### src/rtl/scalar_scoreboard.sv
// Scalar scoreboard between dispatch and issue: per-FU status rows plus a
// register-result-status table, producing dispatch hazard, issue readiness and WAR-gated writeback.
module scalar_scoreboard #(
   parameter int unsigned NUM_FU  = 3,
   parameter int unsigned NUM_REG = 32,
   parameter int unsigned TAG_W   = 2
) (
   input  logic              CLK,
   input  logic              RST,
   input  logic              disp_valid,
   input  logic [TAG_W-1:0]  disp_fu,
   input  logic [4:0]        disp_rd,
   input  logic              disp_rd_we,
   input  logic [4:0]        disp_rs1,
   input  logic [4:0]        disp_rs2,
   output logic              hazard,
   output logic [NUM_FU-1:0] issue_ready,
   input  logic [NUM_FU-1:0] issue_grant,
   input  logic              wb_valid,
   input  logic [TAG_W-1:0]  wb_fu,
   output logic              wb_ready,
   output logic [NUM_FU-1:0] fu_busy
);

   localparam int unsigned REG_W = 5;
   localparam logic [TAG_W-1:0] TAG_NONE = '1;

   typedef struct packed {
      logic             busy;
      logic             issued;
      logic [REG_W-1:0] r;
      logic [REG_W-1:0] r1;
      logic [REG_W-1:0] r2;
      logic [TAG_W-1:0] t1;
      logic [TAG_W-1:0] t2;
   } row_t;

   row_t               row_q [NUM_FU];
   row_t               row_d [NUM_FU];
   logic [NUM_REG-1:0] rrs_valid_q, rrs_valid_d;
   logic [TAG_W-1:0]   rrs_fu_q [NUM_REG];
   logic [TAG_W-1:0]   rrs_fu_d [NUM_REG];

   logic               disp_busy, disp_acc, war, wb_busy, wb_acc;
   logic [REG_W-1:0]   wb_r;
   logic [TAG_W-1:0]   t1_new, t2_new;

   // Hazard, readiness and writeback decode from registered state.
   always_comb begin
      disp_busy = 1'b1;
      wb_r      = '0;
      wb_busy   = 1'b0;
      war       = 1'b0;
      for (int unsigned f = 0; f < NUM_FU; f++) begin
         if (disp_fu == TAG_W'(f)) disp_busy = row_q[f].busy;
         if (wb_fu == TAG_W'(f)) begin
            wb_r    = row_q[f].r;
            wb_busy = row_q[f].busy;
         end
      end
      for (int unsigned g = 0; g < NUM_FU; g++) begin
         if (wb_fu != TAG_W'(g) && row_q[g].busy && !row_q[g].issued &&
             ((row_q[g].r1 == wb_r && row_q[g].t1 == TAG_NONE) ||
              (row_q[g].r2 == wb_r && row_q[g].t2 == TAG_NONE)))
            war = 1'b1;
      end
      hazard   = disp_valid & (disp_busy |
                 (disp_rd_we & (disp_rd != '0) & rrs_valid_q[disp_rd]));
      disp_acc = disp_valid & ~hazard;
      wb_ready = ~(wb_valid & (wb_r != '0) & war);
      wb_acc   = wb_valid & wb_ready & wb_busy;

      t1_new = (disp_rs1 == '0 || !rrs_valid_q[disp_rs1]) ? TAG_NONE : rrs_fu_q[disp_rs1];
      t2_new = (disp_rs2 == '0 || !rrs_valid_q[disp_rs2]) ? TAG_NONE : rrs_fu_q[disp_rs2];
      // Producer completing this very cycle: operand is already available.
      if (wb_acc && t1_new == wb_fu) t1_new = TAG_NONE;
      if (wb_acc && t2_new == wb_fu) t2_new = TAG_NONE;

      for (int unsigned f = 0; f < NUM_FU; f++) begin
         issue_ready[f] = row_q[f].busy & ~row_q[f].issued &
                          (row_q[f].t1 == TAG_NONE) & (row_q[f].t2 == TAG_NONE);
         fu_busy[f]     = row_q[f].busy;
      end
   end

   // Next-state: issue, then writeback release, then dispatch allocation.
   always_comb begin
      row_d       = row_q;
      rrs_valid_d = rrs_valid_q;
      rrs_fu_d    = rrs_fu_q;
      for (int unsigned f = 0; f < NUM_FU; f++) begin
         if (issue_grant[f] && issue_ready[f]) row_d[f].issued = 1'b1;
      end
      if (wb_acc) begin
         for (int unsigned f = 0; f < NUM_FU; f++) begin
            if (wb_fu == TAG_W'(f)) begin
               row_d[f].busy   = 1'b0;
               row_d[f].issued = 1'b0;
               row_d[f].t1     = TAG_NONE;
               row_d[f].t2     = TAG_NONE;
            end else begin
               if (row_q[f].t1 == wb_fu) row_d[f].t1 = TAG_NONE;
               if (row_q[f].t2 == wb_fu) row_d[f].t2 = TAG_NONE;
            end
         end
         if (rrs_fu_q[wb_r] == wb_fu) rrs_valid_d[wb_r] = 1'b0;
      end
      if (disp_acc) begin
         for (int unsigned f = 0; f < NUM_FU; f++) begin
            if (disp_fu == TAG_W'(f)) begin
               row_d[f].busy   = 1'b1;
               row_d[f].issued = 1'b0;
               row_d[f].r      = disp_rd_we ? disp_rd : '0;
               row_d[f].r1     = disp_rs1;
               row_d[f].r2     = disp_rs2;
               row_d[f].t1     = t1_new;
               row_d[f].t2     = t2_new;
            end
         end
         if (disp_rd_we && disp_rd != '0) begin
            rrs_valid_d[disp_rd] = 1'b1;
            rrs_fu_d[disp_rd]    = disp_fu;
         end
      end
   end

   always_ff @(posedge CLK) begin
      if (RST) begin
         for (int unsigned f = 0; f < NUM_FU; f++) begin
            row_q[f].busy   <= 1'b0;
            row_q[f].issued <= 1'b0;
            row_q[f].r      <= '0;
            row_q[f].r1     <= '0;
            row_q[f].r2     <= '0;
            row_q[f].t1     <= TAG_NONE;
            row_q[f].t2     <= TAG_NONE;
         end
         rrs_valid_q <= '0;
         for (int unsigned i = 0; i < NUM_REG; i++) rrs_fu_q[i] <= TAG_NONE;
      end else begin
         row_q       <= row_d;
         rrs_valid_q <= rrs_valid_d;
         rrs_fu_q    <= rrs_fu_d;
      end
   end

endmodule

### config.mk
export PLATFORM = sky130hd
export DESIGN_NAME = scalar_scoreboard
export DESIGN_NICKNAME = d
export VERILOG_FILES = /design/src/rtl/scalar_scoreboard.sv
export SDC_FILE = /design/constraint.sdc
export NUM_CORES = 1
export LEC_CHECK = 0
export BUFFER_PORTS_ARGS = -buffer_cell sky130_fd_sc_hd__buf_2
export CAP_MARGIN = 10
export CORE_ASPECT_RATIO = 1.2
export CORE_UTILIZATION = 57
export DETAILED_ROUTE_END_ITERATION = 10
export HOLD_SLACK_MARGIN = 0.06
export PLACE_DENSITY = 0.72
export SYNTH_ARGS = -nofsm -noshare
export SYNTH_HDL_FRONTEND = slang
export SYNTH_SLANG_ARGS = --single-unit
### constraint.sdc
create_clock -name CLK -period 5.93 [get_ports CLK]
set_input_delay 0.2965 -clock CLK [delete_from_list [all_inputs] [get_ports CLK]]
set_output_delay 0.2965 -clock CLK [all_outputs]
set_load 0.05 [all_outputs]
==> impl_metrics.tcl, run 1 <==
set metrics [dict create \
    wl_per_cell_um 24.37 \
    synth_edf_count 0 \
    syn-cell-area_mm2 0.009545 \
    core_mm2 0.01627 \
    htree_levels 4 \
    antenna_found_initial 0 \
    hold_path.class "primary input to flop" \
    cp_slowest_cell "a2bb2oi_4" \
    drt_iter0_markers 1095 \
    dieArea_mm2 0.01727 \
    ios 35 \
    ys_seq_area_frac 0.3335 \
    layout-drive-gt1-share 0.1717 \
    grt_pass1_vias 8183 \
    finalHoldViolCount 0 \
    wl_um 29290 \
    crit_chain "buf_2 > and2b_1 > a2bb2oi_4 > buf_4 > a21oi_1 > a32oi_1 > o22ai_1 > nor4_1 > xnor2_1 > nand3_4 > nor3b_4 > a311oi_1" \
    grt_max_degree 94 \
    vias 8379 \
    portBuffers 34 \
    areaGrowthSynthToFinish_pct 7.065 \
    nets 1004 \
    initial_core_util 0.5866 \
    cts_post_setup_buffers_inserted 0 \
    finalCriticalPeriod_ns 4.329 \
    rsz0062_at_grt "no" \
    path_delay_family "simple AND/OR/NAND/NOR gates" \
    numCtsBuffers 17 \
    critPathArrivalTime_ns 4.59 \
    insertion_delay_ns 0.44 \
    fmax_ghz 0.2310 \
    die_x_um 120.1 \
    gp_congestion 0.9246 \
    p_leak_nw 3.861 \
    worstSetupPathType "primary input to flop" \
    cts_root_buf "clkbuf_16" \
    cp.required_ns 6.19 \
    power.density_mw_per_mm2 230.7 \
    postSynthCellCount 1010 \
    regArea_mm2 0.003183 \
    worst_slew_pin_slew_ns 1.180 \
    firstDrtPassIters 5 \
    fin_util 0.6281 \
    grt_usage 0.3540 \
    die_h_um 143.8 \
    multiInputGateArea_mm2 0.005913 \
    dp_hpwl_um 19160 \
    async_reset_ff_frac 0 \
    num_antenna_cells 0 \
    setup_viol 0 \
    timing.final.crit_share 0.7300 \
    cp_slowest_stage_delay_ns 0.63 \
    clk_path_buf_depth 2 \
    cap_violations 0 \
    synth_ff_type "dfxtp_1" \
    ys_seq_elements 159 \
    syn-num-nets 1037 \
    cts_tree "done" \
    fill_cells 1364 \
    viasPerCell 6.971 \
    drc 0 \
    ant_nets 0 \
    ys_warn_count 0 \
    ir_drop_uv 209.7 \
    critPathCaptureType "flop" \
    clock-skew-final_ns 0.01036 \
    slew_headroom 0.2126 \
    ctsHoldBuffers 0 \
    postSynthAreaPerCell_um2 9.451 \
    cts_resized 0 \
    cp_max_fo 28 \
    ys_types 59 \
    clk_pin_slew_ns 0.06 \
    overflow 0 \
    crit_buf_inv 2 \
    final.setup.tns_ns 0 \
    cts_sinks 159 \
    worst_setup_path_start_kind "primary input" \
    drv_slew 0 \
    status "finished, final reports clean" \
    power_mw 2.357 \
    grt_pass1_wl_um 45780 \
    rows 51 \
]
metrics by stage:
stage | instance area [um2] | setup slack, ns | hold WS (ns) | cells
global route | 10220 | 1.417 | 0.1631 | 1202
finish | 10220 | 1.601 | 0.1683 | 1202
CTS | 10220 | 1.772 | 0.1608 | 1202
floorplan | 9545 | 3.059 | 0.4053 | 1010
global placement | 9681 | 1.447 | 0.4347 | 1170
detailed placement | 9681 | 1.342 | 0.4306 | 1170
placed cells by master (no fill, tap or decap), types with 4 or more instances in the layout:
master / count
and3_1: 34
a32oi_1: 16
and2_1: 6
nand2b_1: 21
nor4_1: 11
nand2_1: 140
mux4_2: 66
nor3_1: 6
a22oi_1: 4
o21ai_0: 10
a31oi_1: 36
nand4_1: 6
nor2b_1: 16
o31ai_1: 8
dfxtp_1: 159
o41ai_1: 5
buf_2: 33
mux2i_1: 59
clkbuf_1: 4
a2111oi_0: 9
buf_4: 17
clkinvlp_4: 4
xor2_1: 22
a21oi_1: 58
o22ai_1: 9
nor2_1: 64
nand3_1: 10
clkbuf_16: 17
xnor2_1: 18
a211oi_1: 13
a311oi_1: 13
nand3b_1: 9
inv_1: 7
a211o_1: 33
Yosys cell counts, types with 3 or more instances:
cell type | number | area share
dfxtp_1 | 159 | 0.33
nand2_1 | 140 | 0.055
mux4_2 | 66 | 0.16
nor2_1 | 64 | 0.025
mux2i_1 | 59 | 0.062
a21oi_1 | 58 | 0.030
clkbuf_1 | 55 | 0.022
a31oi_1 | 36 | 0.024
and3_1 | 34 | 0.022
a211o_1 | 33 | 0.030
buf_2 | 25 | 0.013
xor2_1 | 22 | 0.020
nand2b_1 | 21 | 0.014
xnor2_1 | 18 | 0.017
a32oi_1 | 16 | 0.015
nor2b_1 | 16 | 0.010
a211oi_1 | 13 | 0.010
a311oi_1 | 13 | 0.012
buf_4 | 13 | 0.010
nor4_1 | 11 | 0.0072
nand3_1 | 10 | 0.0052
o21ai_0 | 10 | 0.0052
a2111oi_0 | 9 | 0.0083
nand3b_1 | 9 | 0.0071
o22ai_1 | 9 | 0.0059
buf_1 | 8 | 0.0031
o31ai_1 | 8 | 0.0063
inv_1 | 7 | 0.0028
and2_1 | 6 | 0.0039
nand4_1 | 6 | 0.0039
nor3_1 | 6 | 0.0031
o41ai_1 | 5 | 0.0046
a22oi_1 | 4 | 0.0031
nor3b_1 | 4 | 0.0031
o2bb2ai_2 | 4 | 0.0063
and3b_1 | 3 | 0.0028
o41ai_2 | 3 | 0.0051
or2_2 | 3 | 0.0020
cell families (layout without fill, tap and decap cells):
| kind of cell | count (synthesis) | count (layout) | synth area share |
|---|---|---|---|
| compound gates | 227 | 227 | 0.1758 |
| xor+xnor | 40 | 40 | 0.03670 |
| buf+inv | 109 | 89 | 0.05204 |
| flops | 159 | 159 | 0.3335 |
| mux | 125 | 125 | 0.2176 |
| simple gates | 350 | 350 | 0.1844 |
area by class of cell:
type                       count  share of cell area
multi-input combinational    742              0.5786
timing repair buffer          50             0.02865
inverter                       7            0.002571
tap                          212             0.02595
clock buffer                  24             0.04714
clock inverter                 8            0.005632
sequential                   159              0.3115
flip-flops by register name, summed over array words and instances, names as in the netlist:
register and flops:
rrs_fu_q 64, row_q 60, rrs_valid_q 32, fu_busy 3
final timing paths:
path	start	endpoint	slack, ns	depth (start not counted)
max	wb_fu[0]	rrs_valid_q[7]	1.60	12
min	issue_grant[0]	row_q[61]	0.17	3
max reg2reg	row_q[35]	rrs_valid_q[7]	1.77	11
min reg2reg	rrs_valid_q[0]	rrs_valid_q[0]	0.44	2
worst min-delay path: stages:
cell	delay (ns)
buf_2	0.10
a21oi_1	0.11
nor4_1	0.05
metal layers:
metal,vias up,share of wire,track usage
met4,0,0.052,0.2151
met5,-,0,0
met3,115,0.080,0.06786
met1,4074,0.39,0.4294
met2,477,0.48,0.5820
li1,3713,-,-
power by group:
part	internal [mW]	total (mW)	switching, mW
Combinational	0.0795	0.242	0.162
Sequential	1.08	1.09	0.0109
Clock	0.569	1.03	0.456
Total	1.73	2.36	0.629
Note: power is estimated with default switching activity, not from simulation.
==> inputs of run 2 (changes only) <==
--- a/config.mk
+++ b/config.mk
@@ -5,13 +5,14 @@
 export SDC_FILE = /design/constraint.sdc
 export NUM_CORES = 1
 export LEC_CHECK = 0
+export ABC_AREA = 1
 export BUFFER_PORTS_ARGS = -buffer_cell sky130_fd_sc_hd__buf_2
 export CAP_MARGIN = 10
 export CORE_ASPECT_RATIO = 1.2
 export CORE_UTILIZATION = 57
 export DETAILED_ROUTE_END_ITERATION = 10
 export HOLD_SLACK_MARGIN = 0.06
-export PLACE_DENSITY = 0.72
+export PLACE_DENSITY = 0.75
 export SYNTH_ARGS = -nofsm -noshare
 export SYNTH_HDL_FRONTEND = slang
 export SYNTH_SLANG_ARGS = --single-unit
==> constraint.sdc (replaced) <==
create_clock -name CLK -period 3.85 [get_ports CLK]
set_input_delay 0.1925 -clock CLK [delete_from_list [all_inputs] [get_ports CLK]]
set_output_delay 0.1925 -clock CLK [all_outputs]
set_load 0.05 [all_outputs]
==> run 2 against run 1 <==
Against the previous run: power increased by 73%; utilization up 0.42 points; highest routed layer unchanged; sequential share of layout area fell by 2.5 points; via count up 43%.
==> impl_metrics.tcl, run 2 <==
set metrics [dict create \
    dieArea_mm2 0.01849 \
    ios 35 \
    setup_viol 0 \
    synth_ff_type "dfxtp_1" \
    rsz0062_at_grt "no" \
    reg2reg_to "rrs_valid_q[11]" \
    synth_mux_area_frac 0 \
    numCtsBuffers 17 \
    timing.final.crit_share 0.7891 \
    cts_root_buf "clkbuf_16" \
    grt_usage 0.4174 \
    rows 53 \
    postSynthCellCount 1708 \
    critPathArrivalTime_ns 3.33 \
    drc 0 \
    cp-startpoint "row_q[58]" \
    worst_setup_path_start_kind "flop" \
    synth_area_leader_cell "dfxtp_1" \
    synth_top_family_by_area "simple AND/OR/NAND/NOR gates" \
    grt_pass1_vias 10796 \
    antenna_found_initial 0 \
    cp_max_fo 32 \
    yosysMostFrequentCell "nand2_1" \
    fmax_ghz 0.3292 \
    gp_congestion 1.010 \
    dp_hpwl_um 26740 \
    netlist_top_cells_area "dfxtp_1, nand2_1, nand3_1, a21oi_1, o21ai_0" \
    synth_edf_count 0 \
    die_x_um 124.3 \
    postSynthAreaPerCell_um2 5.989 \
    nets 1731 \
    critPathCapture "rrs_valid_q[11]" \
    largest_register_ffs 64 \
    ys_seq_elements 159 \
    hold_path.class "primary input to flop" \
    status "finished, final reports clean" \
    synth-simple-area-share 0.3396 \
    core_mm2 0.01757 \
    fin_util 0.6323 \
    rr_worst_depth 15 \
    p_leak_nw 5.039 \
    critPathCaptureType "flop" \
    wl_um 39070 \
    ctsHoldBuffers 1 \
    regMostFlops "rrs_fu_q" \
    async_reset_ff_frac 0 \
    final.setup.tns_ns 0 \
    clk_pin_slew_ns 0.07 \
    cap_violations 0 \
    finalCriticalPeriod_ns 3.038 \
    fin_area_mm2 0.01111 \
    finalHoldViolCount 0 \
    cts_sinks 159 \
    firstDrtPassIters 6 \
    cp.required_ns 4.14 \
    cts_post_setup_buffers_inserted 0 \
    synth_compound_area_frac 0.2320 \
    ant_nets 0 \
    ys_seq_area_frac 0.3112 \
    synth_top_area_frac 0.3112 \
    layout_commonest_cell "nand2_1" \
    worstSetupPathType "flop to flop" \
    vias 12011 \
    synth_commonest_cells "nand2_1, inv_1, nand3_1" \
    largestRegisters "rrs_fu_q x64, row_q x60, rrs_valid_q x32" \
    layout-drive-gt1-share 0.08154 \
    worst_slew_pin_slew_ns 0.7663 \
    r2r-start "row_q[58]" \
    synth_fa_ha_area_frac 0 \
    grt_pass1_wl_um 59760 \
    layout_common_cells "nand2_1, inv_1, nand3_1, a21oi_1" \
    clock-skew-final_ns 0.01007 \
    cts_resized 0 \
    drt_iter0_markers 1620 \
    insertion_delay_ns 0.44 \
    syn-num-nets 1735 \
    ir_drop_uv 298.8 \
    portBuffers 34 \
    ys_types 37 \
    r2r_setup_slack_ns 0.81 \
    drv_slew 0 \
    overflow 0 \
    htree_levels 4 \
    synthXorXnorAreaFrac 0.001713 \
    slew_headroom 0.4886 \
    die_h_um 148.7 \
    ys_warn_count 0 \
    num_antenna_cells 0 \
    grt_max_degree 60 \
    clk_path_buf_depth 2 \
    cts_tree "done" \
    placed_cell_area_mm2 0.01052 \
    power.density_mw_per_mm2 367.7 \
    viasPerCell 6.201 \
    wl_per_cell_um 20.17 \
    initial_core_util 0.5821 \
    areaGrowthSynthToFinish_pct 8.624 \
    syn-cell-area_mm2 0.01023 \
]
-- run 2: changes by cell type in the layout (fill, tap and decap cells not counted), sizes merged, moves of 21 or more --
cell,previous run,this run
a211o,33,0
a21oi,58,166
a31oi,36,0
and3,34,0
buf,50,75
inv,8,190
mux2i,59,0
mux4,66,0
nand2,141,479
nand2b,21,0
nand3,11,168
nor2,64,162
o211ai,0,54
o21ai,11,164
-- run 2: worst min-delay path by stage --
stage / endpoint / start / slack, ns / cells after the start
after global routing: row_q[40] / issue_grant[1] / 0.11 / 5
after floorplan: row_q[35] / disp_rd[0] / 0.37 / 2
final: row_q[40] / issue_grant[1] / 0.07 / 5
after global placement: row_q[14] / row_q[14] / 0.44 / 2
after detailed placement: row_q[14] / row_q[14] / 0.45 / 2
after CTS: row_q[40] / issue_grant[1] / 0.07 / 5
-- run 2: report_power, final --
part	internal [mW]	switching [mW]	leakage (nW)
clock network	0.967	0.768	0.280
logic	0.163	0.501	3.47
registers	1.67	0.0162	1.29
total	2.80	1.29	5.04
-- run 2: layout make-up --
| cell class | instances | area, um2 |
|---|---|---|
| repair buffers | 76 | 500.5 |
| fillers | 1732 | 6462 |
| clock inverters | 14 | 156.4 |
| well taps | 220 | 275.3 |
| clock buffers | 18 | 429.2 |
| flip-flops and latches | 159 | 3183 |
| multi-input cells | 1263 | 5864 |
| inverters | 187 | 701.9 |
-- run 2: logic make-up (layout without fill, tap and decap cells) --
| kind of cell | Yosys count | in the layout |
|---|---|---|
| AOI/OAI and AO/OA | 427 | 427 |
| and+or+nand+nor | 834 | 834 |
| xor gates and xnor gates | 2 | 2 |
| buffers and inverters | 286 | 295 |
| DFF | 159 | 159 |
-- run 2: metrics by stage --
stage / setup WS, ns / hold slack [ns] / cells / total power [mW]
floorplan: 1.237 / 0.3653 / 1708 / 2.143
global placement: 0.5105 / 0.4434 / 1904 / 2.355
detailed placement: 0.4756 / 0.4529 / 1904 / 2.357
CTS: 0.8823 / 0.06973 / 1937 / 4.058
global route: 0.6197 / 0.1069 / 1937 / 4.188
finish: 0.8121 / 0.06951 / 1937 / 4.085
-- run 2: routing by layer --
metal	wire (um)	global-route usage	up-vias
met5	0	0	-
met4	2895	0.2994	0
met3	4066	0.07245	211
met2	17690	0.6776	826
met1	14420	0.5010	5373
li1	-	-	5601
-- run 2: worst max-delay path, cell delays in order, from the launching register on --
cell and delay, ns:
dfxtp_1 0.32, o21ai_0 0.16, nand2_1 0.21, nand2_2 0.33, inv_1 0.22, nor3_1 0.44
nand2_1 0.13, nand2_1 0.11, nor2_1 0.07, nand4_1 0.06, nand2_1 0.09, nor2_4 0.10
buf_4 0.33, nand3_1 0.14, nand2_1 0.11, a21oi_1 0.06
==> inputs of run 3 (changes only) <==
==> constraint.sdc (replaced) <==
create_clock -name CLK -period 2.7 [get_ports CLK]
set_input_delay 0.135 -clock CLK [delete_from_list [all_inputs] [get_ports CLK]]
set_output_delay 0.135 -clock CLK [all_outputs]
set_load 0.05 [all_outputs]
==> run 3 against run 2 <==
Against the previous run: clock skew is 0.00095 ns lower; critical path depth increased by 4; die area unchanged; first-iteration DRC count shrank 11%; maximum frequency increased by 18%; clock power increased by 42%; largest power group unchanged; utilization rose by 3.8 points; sequential cell count unchanged; via count rose by 1.9%.
==> impl_metrics.tcl, run 3 (synthesis gave the netlist of run 2 again) <==
set metrics [dict create \
    status "finished, final reports clean" \
    r2r_setup_slack_ns 0.12 \
    areaGrowthSynthToFinish_pct 15.23 \
    r2r-start "row_q[14]" \
    wl_um 39300 \
    p_clk_frac 0.415 \
    pwr-share-seq 0.406 \
    reg2reg_to "rrs_valid_q[18]" \
    p_leak_nw 5.422 \
    nets 1795 \
    largest_register_ffs 64 \
    min_to "row_q[18]" \
    grt_pass1_wl_um 61160 \
    viasPerCell 6.116 \
    cts_sinks 159 \
    fill_cells 1658 \
    comb_power_share 0.179 \
    num_antenna_cells 0 \
    p_sw_mw 1.807 \
    antenna_found_initial 0 \
    critPathCaptureType "flop" \
    hold_path.class "primary input to flop" \
    power_mw 5.925 \
    gp_congestion 1.008 \
    largestRegisters "rrs_fu_q x64, row_q x60, rrs_valid_q x32" \
    core_mm2 0.01757 \
    die_x_um 124.3 \
    drv_slew 0 \
    rr_worst_depth 19 \
    fin_util 0.6707 \
    setup_viol 0 \
    slew_headroom 0.6129 \
    hold_path.startpoint "RST" \
    initial_core_util 0.5821 \
    drc 0 \
    cp_max_fo 16 \
    grt_pass1_vias 11183 \
    layout_common_cells "nand2_1, inv_1, nand3_1, a21oi_1" \
    drt_iter0_markers 1437 \
    regMostFlops "rrs_fu_q" \
    layout-drive-gt1-share 0.1173 \
    worst_setup_path_start_kind "flop" \
    numCtsBuffers 17 \
    dieArea_mm2 0.01849 \
    firstDrtPassIters 5 \
    ant_nets 0 \
    pre_cts_slack_ns 0.02780 \
    setup_slack_ns 0.1229 \
    power.density_mw_per_mm2 502.7 \
    wl_per_cell_um 19.64 \
    ios 35 \
    fmax_ghz 0.3880 \
    cts_root_buf "clkbuf_16" \
    cap_violations 0 \
    holdPathStages 2 \
    cts_tree "done" \
    finalCriticalPeriod_ns 2.577 \
    htree_levels 4 \
    cp.required_ns 3.00 \
    ir_drop_uv 475.0 \
    rows 53 \
    clock-skew-final_ns 0.009115 \
    clk_pin_slew_ns 0.07 \
    timing.final.crit_share 0.9545 \
    timing.hold.ws_ns 0.07441 \
    worstSetupPathType "flop to flop" \
    vias 12239 \
    fin_area_mm2 0.01179 \
    critPathArrivalTime_ns 2.88 \
    finalHoldViolCount 0 \
    grt_usage 0.4232 \
    clk_path_buf_depth 2 \
    dp_hpwl_um 27790 \
    layout_commonest_cell "nand2_1" \
    overflow 0 \
    portBuffers 34 \
    swShare 0.3050 \
    grt_max_degree 56 \
    die_h_um 148.7 \
    intPower_mw 4.118 \
    insertion_delay_ns 0.44 \
    worst_slew_pin_slew_ns 0.5785 \
    placed_cell_area_mm2 0.01108 \
]
run 3: cell count changes in the layout (fill, tap and decap cells not counted), moves of 3 or more:
cell / previous run / this run
nor2_1: 159 / 156
buf_4: 40 / 89
nand2_4: 2 / 5
buf_12: 1 / 11
inv_6: 4 / 1
clkbuf_1: 1 / 4
nor2_2: 1 / 4
run 3: how the worst max path moves through the flow:
stage | depth (start not counted) | to | slack, ns | startpoint
final | 19 | rrs_valid_q[18] | 0.12 | row_q[14]
after global routing | 19 | rrs_valid_q[27] | -0.01 | row_q[35]
after CTS | 18 | rrs_valid_q[18] | 0.18 | row_q[57]
after detailed placement | 21 | rrs_valid_q[18] | 0.03 | wb_fu[0]
after global placement | 21 | rrs_valid_q[21] | 0.06 | wb_fu[0]
after floorplan | 9 | hazard | 0.20 | disp_rd[2]
run 3: per-stage QoR:
stage	cells	TNS (ns)
final	2001	0
after global routing	2001	-0.03605
after CTS	1998	0
after detailed placement	1963	0
after global placement	1963	0
after floorplan	1708	0
run 3: layer usage:
| layer | vias to the layer above | GRT usage | part of all wire |
|---|---|---|---|
| met5 | - | 0 | 0 |
| met4 | 0 | 0.2928 | 0.074 |
| met2 | 791 | 0.6837 | 0.45 |
| met1 | 5520 | 0.5102 | 0.38 |
| li1 | 5732 | - | - |
| met3 | 196 | 0.08034 | 0.094 |
run 3: cell type report:
| cell class | count | area, um2 | share of cell area |
|---|---|---|---|
| inverters | 187 | 701.9 | 0.05955 |
| multi-input cells | 1263 | 5914 | 0.5018 |
| clock buffers | 23 | 467.9 | 0.03970 |
| flip-flops and latches | 159 | 3183 | 0.2701 |
| well taps | 220 | 275.3 | 0.02335 |
| clock inverters | 9 | 107.6 | 0.009129 |
| repair buffers | 140 | 1136 | 0.09639 |
run 3: power by group through the flow:
stage,combinational (mW),sequential [mW],clock (mW)
floorplan,0.608,2.45,0
global placement,0.998,2.45,0
detailed placement,1.00,2.45,0
CTS,1.01,2.40,2.46
global route,1.13,2.41,2.54
finish,1.06,2.40,2.46
run 3: repair_timing:
action                                 4_1_cts  5_1_grt
hold buffers                                 3        0
resized for setup                            0       15
setup endpoints to repair                    0       34
endpoints found under the hold margin        3        0
setup buffers                                0        2
run 3: critical path: stages (launching register included):
cell and delay [ns]:
dfxtp_1 0.35, nor2_2 0.06, inv_2 0.17, nand2_4 0.15, buf_12 0.18, nand2_1 0.06
nand2_1 0.05, nand2_1 0.08, nand2_1 0.09, nand2_1 0.07, nand2_1 0.07, nor2_2 0.18
nand3_1 0.10, nand2_1 0.07, nand2_1 0.10, nor2_4 0.22, clkbuf_16 0.22, nand3_1 0.07
nand2_1 0.07, a21oi_1 0.06
